## src/rtl/tff_bank_if.sv

```systemverilog
// Control/status bundle of the tff_bank flip-flop bank.
// The parity_o signal is present only when TFF_BANK_PARITY_EN is defined.
interface tff_bank_if #(
  parameter int WIDTH = 4
);
  logic             en_i;
  logic [2:0]       mode_i;
  logic [WIDTH-1:0] d_i;
  logic [WIDTH-1:0] t_i;
  logic [WIDTH-1:0] k_i;
  logic [WIDTH-1:0] q_o;
  logic [WIDTH-1:0] qn_o;
  logic             changed_o;
  logic             wrap_o;
`ifdef TFF_BANK_PARITY_EN
  logic             parity_o;
`endif

  modport master (
    output en_i, mode_i, d_i, t_i, k_i,
`ifdef TFF_BANK_PARITY_EN
    input  parity_o,
`endif
    input  q_o, qn_o, changed_o, wrap_o
  );

  modport slave (
    input  en_i, mode_i, d_i, t_i, k_i,
`ifdef TFF_BANK_PARITY_EN
    output parity_o,
`endif
    output q_o, qn_o, changed_o, wrap_o
  );
endinterface

```

## src/rtl/tff_bank.sv

```systemverilog
// Multi-mode WIDTH-bit flip-flop bank: hold/load/toggle/JK/set/clear/count up/count down.
// Optional registered even parity of q when TFF_BANK_PARITY_EN is defined.
module tff_bank #(
  parameter int               WIDTH     = 4,
  parameter logic [WIDTH-1:0] RESET_VAL = {WIDTH{1'b0}}
) (
  input  logic       clk_i,
  input  logic       rst_i,
  tff_bank_if.slave  bus
);

  localparam logic [2:0] MODE_HOLD = 3'd0;
  localparam logic [2:0] MODE_LOAD = 3'd1;
  localparam logic [2:0] MODE_TGL  = 3'd2;
  localparam logic [2:0] MODE_JK   = 3'd3;
  localparam logic [2:0] MODE_SET  = 3'd4;
  localparam logic [2:0] MODE_CLR  = 3'd5;
  localparam logic [2:0] MODE_CUP  = 3'd6;
  localparam logic [2:0] MODE_CDN  = 3'd7;

  localparam logic [WIDTH-1:0] ALL_ONES  = {WIDTH{1'b1}};
  localparam logic [WIDTH-1:0] ALL_ZEROS = {WIDTH{1'b0}};

  function automatic logic even_parity(input logic [WIDTH-1:0] v);
    return ^v;
  endfunction

  logic [WIDTH-1:0] q_q, q_d;
  logic             changed_q, changed_d;
  logic             wrap_q, wrap_d;
  logic [WIDTH-1:0] up_mask_s, dn_mask_s, jk_next_s;
  logic             up_run_s, dn_run_s;

  // Chained-T toggle masks: bit i toggles when all lower bits are 1 (up) or 0 (down)
  always_comb begin
    up_mask_s = {WIDTH{1'b0}};
    dn_mask_s = {WIDTH{1'b0}};
    up_run_s  = 1'b1;
    dn_run_s  = 1'b1;
    for (int i = 0; i < WIDTH; i++) begin
      up_mask_s[i] = up_run_s;
      dn_mask_s[i] = dn_run_s;
      up_run_s     = up_run_s & q_q[i];
      dn_run_s     = dn_run_s & ~q_q[i];
    end
  end

  // Per-bit JK truth table with J taken from the t vector
  always_comb begin
    jk_next_s = q_q;
    for (int i = 0; i < WIDTH; i++) begin
      case ({bus.t_i[i], bus.k_i[i]})
        2'b10:   jk_next_s[i] = 1'b1;
        2'b01:   jk_next_s[i] = 1'b0;
        2'b11:   jk_next_s[i] = ~q_q[i];
        default: jk_next_s[i] = q_q[i];
      endcase
    end
  end

  // Next-state selection and one-shot flags
  always_comb begin
    q_d    = q_q;
    wrap_d = 1'b0;
    if (bus.en_i) begin
      case (bus.mode_i)
        MODE_HOLD: q_d = q_q;
        MODE_LOAD: q_d = bus.d_i;
        MODE_TGL:  q_d = q_q ^ bus.t_i;
        MODE_JK:   q_d = jk_next_s;
        MODE_SET:  q_d = q_q | bus.t_i;
        MODE_CLR:  q_d = q_q & ~bus.t_i;
        MODE_CUP: begin
          q_d    = q_q ^ up_mask_s;
          wrap_d = (q_q == ALL_ONES);
        end
        MODE_CDN: begin
          q_d    = q_q ^ dn_mask_s;
          wrap_d = (q_q == ALL_ZEROS);
        end
        default: q_d = q_q;
      endcase
    end else begin
      q_d    = q_q;
      wrap_d = 1'b0;
    end
    changed_d = bus.en_i && (q_d != q_q);
  end

  // State and flag registers, reset wins over enable and mode
  always_ff @(posedge clk_i) begin
    if (rst_i) begin
      q_q       <= RESET_VAL;
      changed_q <= 1'b0;
      wrap_q    <= 1'b0;
    end else begin
      q_q       <= q_d;
      changed_q <= changed_d;
      wrap_q    <= wrap_d;
    end
  end

`ifdef TFF_BANK_PARITY_EN
  logic parity_q;

  // Parity tracks the value written into q on the same edge
  always_ff @(posedge clk_i) begin
    if (rst_i) begin
      parity_q <= even_parity(RESET_VAL);
    end else begin
      parity_q <= even_parity(q_d);
    end
  end

  assign bus.parity_o = parity_q;
`endif

  assign bus.q_o       = q_q;
  assign bus.qn_o      = ~q_q;
  assign bus.changed_o = changed_q;
  assign bus.wrap_o    = wrap_q;

endmodule
```

## src/flat_wrapper.sv

```systemverilog
// flat-port wrapper written by rule: the top's interface ports become plain ports
module tff_bank_flat 
#(
  parameter int               WIDTH     = 4,
  parameter logic [WIDTH-1:0] RESET_VAL = {WIDTH{1'b0}}
)
  (clk_i, rst_i, bus_en_i, bus_mode_i, bus_d_i, bus_t_i, bus_k_i, bus_q_o, bus_qn_o, bus_changed_o, bus_wrap_o);
  tff_bank_if #(.WIDTH(WIDTH)) bus_i ();
  input  logic clk_i;
  input  logic rst_i;
  input wire logic [$bits(bus_i.en_i)-1:0] bus_en_i;
  input wire logic [$bits(bus_i.mode_i)-1:0] bus_mode_i;
  input wire logic [$bits(bus_i.d_i)-1:0] bus_d_i;
  input wire logic [$bits(bus_i.t_i)-1:0] bus_t_i;
  input wire logic [$bits(bus_i.k_i)-1:0] bus_k_i;
  output wire logic [$bits(bus_i.q_o)-1:0] bus_q_o;
  output wire logic [$bits(bus_i.qn_o)-1:0] bus_qn_o;
  output wire logic [$bits(bus_i.changed_o)-1:0] bus_changed_o;
  output wire logic [$bits(bus_i.wrap_o)-1:0] bus_wrap_o;
  assign bus_i.en_i = bus_en_i;
  assign bus_i.mode_i = bus_mode_i;
  assign bus_i.d_i = bus_d_i;
  assign bus_i.t_i = bus_t_i;
  assign bus_i.k_i = bus_k_i;
  assign bus_q_o = bus_i.q_o;
  assign bus_qn_o = bus_i.qn_o;
  assign bus_changed_o = bus_i.changed_o;
  assign bus_wrap_o = bus_i.wrap_o;
  tff_bank #(.WIDTH(WIDTH), .RESET_VAL(RESET_VAL)) u_core (.clk_i(clk_i), .rst_i(rst_i), .bus(bus_i));
endmodule
```

## config.mk

```make
export PLATFORM = sky130hd
export DESIGN_NAME = tff_bank_flat
export DESIGN_NICKNAME = d
export VERILOG_FILES = /design/src/rtl/tff_bank_if.sv /design/src/rtl/tff_bank.sv /design/src/flat_wrapper.sv
export SDC_FILE = /design/constraint.sdc
export NUM_CORES = 1
export LEC_CHECK = 0
export CAP_MARGIN = 5
export CELL_PAD_IN_SITES_DETAIL_PLACEMENT = 1
export CELL_PAD_IN_SITES_GLOBAL_PLACEMENT = 1
export CORE_MARGIN = 2
export CORE_UTILIZATION = 36
export DETAILED_ROUTE_END_ITERATION = 16
export PLACE_DENSITY = 0.9
export SETUP_SLACK_MARGIN = 0.1
export SLEW_MARGIN = 10
export SYNTH_ARGS = -nofsm -noshare
export SYNTH_HDL_FRONTEND = slang
export SYNTH_SLANG_ARGS = --single-unit
```

## constraint.sdc

```tcl
create_clock -name clk_i -period 3.75 [get_ports clk_i]
set_clock_uncertainty 0.1 [all_clocks]
set_input_delay 0.75 -clock clk_i [delete_from_list [all_inputs] [get_ports clk_i]]
set_output_delay 0.75 -clock clk_i [all_outputs]
set_load 0.05 [all_outputs]
```

# Word level (Yosys, flattened, before mapping)
# Cells that the tools add are included.
# totals
ff_bits	6
inputBits	18
out_inout_bits	10
word_cells	51
# op_classes
eq_ne	21
n_mux	7
bitwise_logic	16
reduce_logical	4
# op_table
op	n
case mux 4 bit (8 select lines)	1
== test 2 bit (second input constant)	8
== test 3 bit (second input constant)	4
case mux 1 bit (3 select lines)	4
bitwise XOR 4 bit	3
== test 2 x 1 -> 1 bit (second input constant)	4
inverter 4 bit	2
== test 3 x 2 -> 1 bit (second input constant)	2
inverter 1 bit	5
AND 1 bit	4
AND 4 bit	1
== test 4 bit (second input constant)	1
logical NOT 4 bit	1
two-way mux 4 bit	1
inequality test 4 bit	1
OR 4 bit	1
== test 3 x 1 -> 1 bit (second input constant)	1
logical NOT 3 bit	1
case mux 1 bit (2 select lines)	1
OR reduction 2 bit	1
logical AND 1 bit	1

# Depth between registers and ports, before layout
# Gate-level depths: netlist of run 1.
# depth
depth_word	8
mapped_depth	9
ltp_nobuf	8

# Least setup slack after synthesis of run 1
# No wires, ideal clock.
# synth_timing
kind	register to register
startpoint	register u_core.q_q[1] (netlist: u_core.bus.q_o[1])
endpoint	register u_core.changed_q (netlist: u_core.bus.changed_o)
setup_ns	0.127
arrival_time_ns	2.541
required_ns	3.523
path_slack_ns	0.982
path_stages_with_launch	9
path_buffers	0
synth_period_minus_slack_ns	2.768
path_cell_list	dfxtp_1 inv_1 ha_1 and4bb_1 a211oi_1 nand3_2 xnor2_2 a211oi_2 o22ai_2
# synth_via
elab_chain_len	8
elab_cells_between_ends	15
cone_classes	eq/ne (1); mux (3); bitwise (10); reduce/logical (1)
# synth_rtl
element	line	source
start: declaration	tff_bank.sv:28	logic [WIDTH-1:0] q_q, q_d;
start signal: assignment	tff_bank.sv:97	q_q <= q_d;
inverter 1 bit	tff_bank.sv:44, tff_bank.sv:55	
AND 1 bit (2 in a row)	tff_bank.sv:44	dn_run_s = dn_run_s & ~q_q[i];
bitwise XOR 4 bit	tff_bank.sv:78	q_d = q_q ^ dn_mask_s;
case mux 4 bit (8 select lines)	tff_bank.sv:66	case (bus.mode_i)
two-way mux 4 bit	tff_bank.sv:65	if (bus.en_i) begin
inequality test 4 bit (*)	tff_bank.sv:87	changed_d = bus.en_i && (q_d != q_q);
logical AND 1 bit (*)	tff_bank.sv:87	
end signal: assignment	tff_bank.sv:98	changed_q <= changed_d;
end: declaration	tff_bank.sv:29	logic changed_q, changed_d;
# Mark *: on every way between the ends. The rest lies on a longest branch, timed or not.
# A chain may end at the register's enable or synchronous reset.

# Worst setup path after layout of run 1
# layout_timing
startpoint	input port bus_mode_i[2]
endpoint	register u_core.changed_q (netlist: u_core.bus.changed_o)
# layout_via
elab_chain_len	5
elab_cells_between_ends	12
cone_classes	eq/ne (8); mux (2); reduce/logical (2)
# layout_rtl
element	line	source
start: declaration	flat_wrapper.sv:12	input wire logic [$bits(bus_i.mode_i)-1:0] bus_mode_i;
== test 3 bit, or another cell as far along	tff_bank.sv:66	
case mux 4 bit (8 select lines) (*)	tff_bank.sv:66	
two-way mux 4 bit (*)	tff_bank.sv:65	
inequality test 4 bit (*)	tff_bank.sv:87	
logical AND 1 bit (*)	tff_bank.sv:87	
# Marks and branches as above.

==> results_dict.tcl, run 1 <==
set metrics [dict create \
    status "completed" \
    cts_hold_buf 0 \
    ctsResizeCount 0 \
    firstDrtPassIters 4 \
    row_count 17 \
    finalHoldViolations 0 \
    syn_inst 100 \
    gr-usage-all-layers_pct 19.37 \
    die_h_um 53.47 \
    wl_um 2379 \
    antenna_found_initial 0 \
    synthArstFlopShare_pct 0 \
    crit_end "u_core.bus.changed_o" \
    clock_path_buffers 2 \
    hold_path_class "reg -> reg" \
    yosys_warnings 0 \
    drive_above_1_share_pct 13.82 \
    post_cts_buffers 0 \
    cts_buffers 3 \
    final_cells 151 \
    synthFlopType "dfxtp_1" \
    vias 862 \
    slew_headroom_pct 52.46 \
    worst_slew_pin_slew_ns 0.7109 \
    critPathSlowestCell "clkdlybuf4s50_1" \
    h-tree-depth 1 \
    yosysTopAreaCell "dfxtp_1" \
    grt_pass1_wl_um 4036 \
    vias_per_cell 5.709 \
    seq_area_frac_synth_pct 13.64 \
    r2r-end "u_core.bus.changed_o" \
    fin_nets 151 \
    post_drt_wl_per_cell_um 15.75 \
    r2r-start "u_core.bus.q_o[0]" \
    power.density_mw_per_mm2 256.9 \
    total_power_uw 292.1 \
    synth_fp_nets 126 \
    gp_congestion 0.8466 \
    die_area_mm2 0.002859 \
    clock_sinks 6 \
    drv_slew 0 \
    clock_latency_ns 0.25 \
    synth_edf_count 0 \
    finalSetupViolations 0 \
    ys_top_cells_by_area "dfxtp_1 (14%), ha_1 (11%), buf_6 (6.4%)" \
    fmax_ghz 0.3392 \
    hold_ws_ns 0.5124 \
    cp_max_fo 21 \
    num_io_pins 28 \
    antenna_cells 0 \
    cp-end-kind "flop" \
    avgSynthCellArea_um2 8.808 \
    grt-ovfl-total 0 \
    ant_nets 0 \
    core_mm2 0.002255 \
    initial_core_util_pct 39.07 \
    netlist.area_leader.share_pct 13.64 \
    cap_violations 0 \
    syn2layout_area_growth_pct 29.12 \
    synth_area_um2 880.8 \
    die_w_um 53.47 \
    synth-seq-cells 6 \
    grt_pass1_vias 910 \
    final_cell_mix "clkdlybuf4s50_1 (27), nor2_1 (10), ha_1 (8)" \
    fin_crit_ns 2.948 \
    rr_worst_depth 7 \
    path_class "in -> reg" \
    clkSlewWorstSetupHoldPaths_ns 0.05 \
    crit_chain "clkdlybuf4s50_1, mux2_2, a211oi_1, nand3_2, xnor2_2, a211oi_2, o22ai_2" \
    crit_required_ns 3.77 \
    drc_errors 0 \
    fin_tns_setup_ns 0 \
    dp_hpwl_um 1802 \
    grt_max_degree 22 \
    grt_setup_unrepaired "false" \
    finalCritPeriodShare_pct 78.62 \
    cp-start-kind "input pin" \
    synth.distinct_cells 50 \
    placed_cells 148 \
    total_leakage_power_nw 0.4437 \
    clockRootBuffer "clkbuf_4" \
    cp-startpoint "bus_mode_i[2]" \
    max_stage_delay_ns 0.93 \
    io_buffers 27 \
    final_common_cell "clkdlybuf4s50_1" \
    first_iter_violations 10 \
    cp.arrival_ns 2.97 \
    r2r_slack_ns 1.42 \
    irDropWorstVdd_mv 0.1943 \
    cts_tree "yes" \
]
[stage by stage]
step / setup slack [ns] / area (um2) / utilization, %
after floorplan: 0.9817 / 880.8 / -
after global placement: 0.6396 / 1115 / 49.45
after detailed placement: 0.5662 / 1115 / 49.45
after CTS: 0.8233 / 1137 / 50.44
after global routing: 0.5937 / 1137 / 50.44
final: 0.8016 / 1137 / 50.44
[power breakdown]
part	leakage, nW	switching (mW)	total [mW]	internal (mW)
logic	0.381	0.0828	0.153	0.0705
registers	0.0494	0.0103	0.0791	0.0688
clock network	0.0138	0.0236	0.0598	0.0362
total	0.444	0.117	0.292	0.175
[critical path: cells and delay by family]
| family | cells | cell delay (ns) |
|---|---|---|
| mux | 1 | 0.41 |
| simple gates | 1 | 0.15 |
| xor+xnor | 1 | 0.16 |
| compound gates | 3 | 0.57 |
| buf+inv | 1 | 0.93 |
[kinds of logic after synthesis]
| kind of cell | after synthesis | synth area share, % |
|---|---|---|
| AND/OR/NAND/NOR | 41 | 28.69 |
| AO/OA/AOI/OAI | 24 | 23.72 |
| buffers and inverters | 15 | 13.07 |
| adder cells (fa/ha/maj) | 8 | 11.36 |
| flip-flops | 6 | 13.64 |
| XOR/XNOR | 3 | 5.540 |
| multiplexers | 3 | 3.977 |
[registers in the layout (all words and copies together) (netlist names)]
register,flops
u_core.bus.wrap_o,1
u_core.bus.changed_o,1
u_core.bus.q_o,4
[per-layer routing]
layer | up-vias | wire length (um) | track usage [%]
met4 | 0 | 19 | 6.410
li1 | 417 | - | -
met3 | 2 | 98 | 4.237
met1 | 419 | 1057 | 22.43
met5 | - | 0 | 0
met2 | 24 | 1204 | 34.57
[cell type report]
class,instances,area [um2]
inverter,8,43.79
clock buffer,3,22.52
sequential,6,120.1
multi-input combinational,79,645.6
tap,28,35.03
timing repair buffer,27,270.3
fill,285,1117
[how the worst min path moves through the flow]
stage / start / end / slack (ns) / depth (start not counted)
3_3_place_gp: u_core.bus.q_o[2] / u_core.bus.q_o[2] / 0.49 / 2
6_report: u_core.bus.q_o[2] / u_core.bus.q_o[2] / 0.51 / 2
3_5_place_dp: u_core.bus.q_o[2] / u_core.bus.q_o[2] / 0.50 / 2
5_1_grt: u_core.bus.q_o[2] / u_core.bus.q_o[2] / 0.55 / 2
4_1_cts: u_core.bus.q_o[2] / u_core.bus.q_o[2] / 0.52 / 2
2_1_floorplan: u_core.bus.q_o[2] / u_core.bus.q_o[2] / 0.66 / 2
[synth_stat cells, drive strengths merged, types with 2 or more instances]
cell type / count
nor2: 10
nand2b: 3
a311oi: 3
nor3: 3
o2111ai: 2
a21oi: 2
ha: 8
a211oi: 4
nand3: 3
nand4: 2
buf: 7
nor3b: 2
inv: 7
mux2i: 2
xnor2: 2
o31a: 2
a211o: 2
or3b: 2
dfxtp: 6
nand2: 3
nand3b: 2
or2b: 3
o22ai: 2
nor2b: 4
Power figures use the tool's default switching activity.
==> run 2: changes to the inputs <==
- CORE_UTILIZATION: 36 -> 30
- PLACE_DENSITY: 0.9 -> 0.81
- clock period: 3.75 -> 2.45 ns (I/O delays scaled with it)
==> run 2 against run 1 <==
Compared with the run above:
- register-to-register slack got worse by 1.1 ns
- non-clock buffer count rose by 14
- first-iteration DRC count grew 140%
- routed wire length grew 22%
- final cell count up 12%
- global-route usage shrank 1.7 points
- sequential power is 49% higher
- critical path type unchanged
- critical endpoint unchanged
- largest power group unchanged
==> results_dict.tcl, run 2 (synthesis results as in run 1) <==
set metrics [dict create \
    status "completed" \
    final_common_cell "clkdlybuf4s50_1" \
    finalCritPeriodShare_pct 92.06 \
    n_fill_cell 322 \
    critPathTopFamily "compound AO/OA/AOI/OAI gates" \
    grt_setup_unrepaired "false" \
    fmax_ghz 0.4434 \
    h-tree-depth 1 \
    drc_errors 0 \
    seqCellArea_um2 127.6 \
    cts_tree "yes" \
    critPathSlowestCell "clkdlybuf4s50_1" \
    vias_per_cell 5.698 \
    cp_max_fo 2 \
    cp.arrival_ns 2.29 \
    antenna_cells 0 \
    placed_cells 163 \
    grt_pass1_vias 950 \
    die_w_um 58.19 \
    min_from "u_core.bus.q_o[2]" \
    place_area_mm2 0.001250 \
    post_drt_wl_per_cell_um 17.24 \
    cts_buffers 3 \
    cp-end-kind "flop" \
    grt_pass1_wl_um 4602 \
    drv_slew 0 \
    clock_sinks 6 \
    crit_end "u_core.bus.changed_o" \
    clock_path_buffers 2 \
    antenna_found_initial 0 \
    fin_crit_ns 2.255 \
    slew_headroom_pct 65.76 \
    crit_required_ns 2.48 \
    num_io_pins 28 \
    final_area_mm2 0.001351 \
    max_stage_delay_ns 0.47 \
    r2r-end "u_core.bus.changed_o" \
    cp_num_cells 10 \
    core_mm2 0.002781 \
    die_area_mm2 0.003385 \
    die_h_um 58.19 \
    ant_nets 0 \
    cap_violations 0 \
    cp-startpoint "bus_t_i[3]" \
    io_buffers 27 \
    dp_hpwl_um 2015 \
    hold_ws_ns 0.4651 \
    finalSetupViolations 0 \
    syn2layout_area_growth_pct 53.41 \
    total_power_uw 511.0 \
    power.density_mw_per_mm2 378.2 \
    drive_above_1_share_pct 31.88 \
    multi_input_area_um2 698.2 \
    r2r_slack_ns 0.32 \
    initial_core_util_pct 31.67 \
    largest_register_ffs 4 \
    path_common_cell "o22ai_2" \
    firstDrtPassIters 4 \
    finalHoldViolations 0 \
    irDropWorstVdd_mv 0.2350 \
    gp_congestion 0.8551 \
    first_iter_violations 24 \
    grt_max_degree 20 \
    clockRootBuffer "clkbuf_4" \
    rr_worst_depth 8 \
    wl_um 2914 \
    critPathBufInv 3 \
    gr-usage-all-layers_pct 17.71 \
    final_cells 169 \
    final_cell_mix "clkdlybuf4s50_1 (22), buf_4 (12), nor2_1 (8)" \
    total_leakage_power_nw 0.5803 \
    cp-start-kind "input pin" \
    fin_nets 165 \
    hold_path_class "reg -> reg" \
    path_class "in -> reg" \
    clock_latency_ns 0.25 \
    vias 963 \
    grt-ovfl-total 0 \
    clkSlewWorstSetupHoldPaths_ns 0.05 \
    crit_chain "clkdlybuf4s50_1, inv_1, ha_1, nor2_2, a311oi_4, buf_4, a311oi_2, o22ai_2, a211oi_2, o22ai_2" \
    worst_slew_pin_slew_ns 0.5120 \
    r2r-start "u_core.bus.q_o[2]" \
    row_count 19 \
]
[run 2: metal layers]
layer,part of all wire [%],vias to the layer above,wire [um],global-route usage [%]
met1,43,474,1243,23.38
met2,51,36,1474,30.19
met5,0,-,0,0
met3,6.3,2,184,3.571
li1,-,451,-,-
met4,0.41,0,12,2.990
[run 2: metrics by stage]
step	utilization (%)	setup TNS, ns	setup slack, ns
final	48.58	0	0.1946
after global routing	48.58	0	0.1046
after CTS	45.88	0	0.1305
after detailed placement	44.94	-0.1136	-0.1136
after global placement	44.94	-0.08813	-0.08813
after floorplan	-	0	0.1420
[run 2: worst min-delay path: cells and delay by family, from the launching register on]
kind | cells | cell delay, ns
flops | 1 | 0.36
simple gates | 2 | 0.16
[run 2: repair_timing]
action	in CTS	in global routing
endpoints found under the setup margin	0	1
hold buffers	0	0
setup buffers	0	2
gates resized for setup	0	13
[run 2: area by class of cell]
cell class / instances / area share [%]
multi-input cells: 79 / 51.67
flip-flops and latches: 6 / 9.444
well taps: 31 / 2.870
repair buffers: 41 / 30.56
inverters: 8 / 3.519
clock buffers: 4 / 1.944
[run 2: worst min-delay path by stage]
stage | end | slack (ns) | cells past startpoint
2_1_floorplan | u_core.bus.q_o[1] | 0.45 | 1
3_3_place_gp | u_core.bus.q_o[2] | 0.44 | 2
3_5_place_dp | u_core.bus.q_o[2] | 0.45 | 2
6_report | u_core.bus.q_o[2] | 0.47 | 2
4_1_cts | u_core.bus.q_o[2] | 0.47 | 2
5_1_grt | u_core.bus.q_o[2] | 0.50 | 2
[run 2: power breakdown]
part / leakage, nW / internal, mW / total, mW / switching [mW]
Combinational: 0.514 / 0.135 / 0.285 / 0.150
Clock: 0.0150 / 0.0623 / 0.107 / 0.0448
Sequential: 0.0510 / 0.106 / 0.118 / 0.0125
Total: 0.580 / 0.304 / 0.511 / 0.207
==> edit, RTL diff (flow settings as in run 2) <==
`WIDTH` is set to 4 in 3 places; all go to 6.
--- a/src/rtl/tff_bank_if.sv
+++ b/src/rtl/tff_bank_if.sv
@@ -2,5 +2,5 @@
 // The parity_o signal is present only when TFF_BANK_PARITY_EN is defined.
 interface tff_bank_if #(
-  parameter int WIDTH = 4
+  parameter int WIDTH = 6
 );
   logic             en_i;
--- a/src/rtl/tff_bank.sv
+++ b/src/rtl/tff_bank.sv
@@ -2,5 +2,5 @@
 // Optional registered even parity of q when TFF_BANK_PARITY_EN is defined.
 module tff_bank #(
-  parameter int               WIDTH     = 4,
+  parameter int               WIDTH     = 6,
   parameter logic [WIDTH-1:0] RESET_VAL = {WIDTH{1'b0}}
 ) (
--- a/src/flat_wrapper.sv
+++ b/src/flat_wrapper.sv
@@ -2,5 +2,5 @@
 module tff_bank_flat 
 #(
-  parameter int               WIDTH     = 4,
+  parameter int               WIDTH     = 6,
   parameter logic [WIDTH-1:0] RESET_VAL = {WIDTH{1'b0}}
 )
Interface: changed (5 resized); port bits go from 28 to 38. The function was not compared with the original's and may differ.
==> edit against run 2 <==
  * Core utilization shrank 1.5 points
  * Count of clock-buffer cells in the layout fell by 1
  * Synthesized area is 60% higher
  * Routed wire length grew 70%
  * Clock power increased by 61%
  * Total power is 52% higher
  * Design area increased by 55%
  * Sequential cell count is 2 higher
  * First-iteration DRC count increased to 3.2 times the old value
  * Setup slack got worse by 0.041 ns
==> edit: results (changes against run 2) <==
Status - complete, no violations (unchanged)
Drt initial violations - 76 (was 24)
Synth top area cells - dfxtp_1 (11%), ha_1 (11%), o21ai_0 (5.3%) (was dfxtp_1 (14%), ha_1 (11%), buf_6 (6.4%))
Clk_lat worst skew - 0.24 ns
R2r endpoint - u_core.bus.changed_o (unchanged)
Worst hold margin - 0.484 ns (was 0.465 ns)
DR WL/cell - 17.1 um (was 17.2 um)
Routability Congestion - 0.833 (was 0.855)
DP Area - 0.00198 mm^2 (was 0.00125 mm^2)
All-Layer GR Usage - 20.4% (was 17.7%)
Total CTS buffers - 3 (unchanged)
Ys flop type - dfxtp_1 (unchanged)
Vias - 1590 (was 963)
Post-CTS Setup Inserts - 1 (was 0)
Initial antenna violation count - 0 (unchanged)
Crit-path slowest cell - clkdlybuf4s50_1 (unchanged)
Final min period - 2.30 ns (was 2.26 ns)
CP delay by family, top - buffers and inverters (was compound AO/OA/AOI/OAI gates)
Syn_nets - 219 (was 126)
Clock-pin slew on the worst setup and hold paths - 0.05 ns (about the same)
Worst hold stages - 2 (unchanged)
R2R Setup Slk - 0.29 ns (was 0.32 ns)
Synth warnings - 0 (unchanged)
Ratio of cells with drive above 1 in the final layout - 31.9% (about the same)
Diodes inserted - 0 (unchanged)
Synth unique cells - 58 (was 50)
Remaining routing DRC violations - 0 (unchanged)
Worst hold path endpoint - u_core.bus.q_o[4] (was u_core.bus.q_o[2])
DRT Pass-1 Iters - 4 (unchanged)
Port bufs - 37 (was 27)
LEAKAGE - 0.855 nW (was 0.580 nW)
CP max FO - 17 (was 2)
Max FFs per register - 6 (was 4)
Dpl ws - -0.336 ns (was -0.114 ns)
Via density - 5.48 (was 5.70)
Syn Inst Count - 183 (was 100)
Hold crit path type - flop to flop (unchanged)
Most frequent cells after synthesis - nand2_1 (17), o21ai_0 (15), inv_1 (14) (was nor2_1 (10), ha_1 (8), inv_1 (7))
R2r worst-path depth - 9 (was 8)
Post-CTS resize count - 15 (was 0)
VDD IR max - 0.000199 V (was 0.000235 V)
Detailed Place HPWL - 3.72 mm (was 2.02 mm)
Largest net degree at the start of global routing - 20 (unchanged)
Max stage delay on crit path - 0.84 ns (was 0.47 ns)
Crit path DAT - 1.71 ns (was 2.29 ns)
Vias in the first global route - 1673 (was 950)
Slew margin rel. - 66.8% (was 65.8%)
Sequential fraction of the synthesis area - 11.4% (was 13.6%)
Root Buffer - clkbuf_8 (was clkbuf_4)
First-pass GRT wire length - 8.40 mm (was 4.60 mm)
HP Start - u_core.bus.q_o[4] (was u_core.bus.q_o[2])
Final-stage net count - 276 (was 165)
R2r startpoint - u_core.bus.q_o[0] (was u_core.bus.q_o[2])
edit: metal layers:
layer	wire, um	vias up	GRT usage, %
li1	-	786	-
met1	2240	754	26.3
met2	2330	46	34.6
met3	303	4	3.19
met4	74	0	7.00
met5	0	-	0
edit: worst max path at each step:
| stage | start | endpoint | cells after the start |
|---|---|---|---|
| after floorplan | u_core.bus.q_o[5] | u_core.bus.changed_o | 10 |
| after global placement | bus_mode_i[2] | u_core.bus.changed_o | 9 |
| after detailed placement | bus_mode_i[2] | u_core.bus.changed_o | 9 |
| after CTS | bus_t_i[1] | u_core.bus.changed_o | 10 |
| after global routing | bus_t_i[3] | u_core.bus.q_o[3] | 9 |
| final | u_core.bus.q_o[0] | bus_qn_o[0] | 2 |
edit: final cells by class:
type / instances / area, um^2
Fill cell: 543 / 2350
Multi-Input combinational cell: 145 / 1130
Timing Repair Buffer: 68 / 607
Sequential cell: 8 / 178
Inverter: 14 / 67.6
Tap cell: 52 / 65.1
Clock buffer: 3 / 41.3
edit: kinds of logic after synthesis:
family / Yosys count / share of synthesized area, %
multiplexers: 6 / 4.36
AND/OR/NAND/NOR: 63 / 25.8
adder cells (fa/ha/maj): 12 / 10.7
XOR/XNOR: 1 / 0.623
buffers and inverters: 30 / 15.0
AO/OA/AOI/OAI: 63 / 32.1
flip-flops: 8 / 11.4
edit: worst register-to-register path, delay by kind of cell (launching register included):
kind / cells / cell delay, ns
AOI/OAI and AO/OA: 4 / 0.45
buffers and inverters: 1 / 0.20
muxes: 1 / 0.17
adders and majority gates: 1 / 0.23
DFF: 1 / 0.50
and+or+nand+nor: 2 / 0.39
edit: power breakdown:
group	internal, W	switching, W
registers	0.000142	0.0000363
logic	0.000193	0.000231
clock network	0.000108	0.0000648
total	0.000443	0.000332
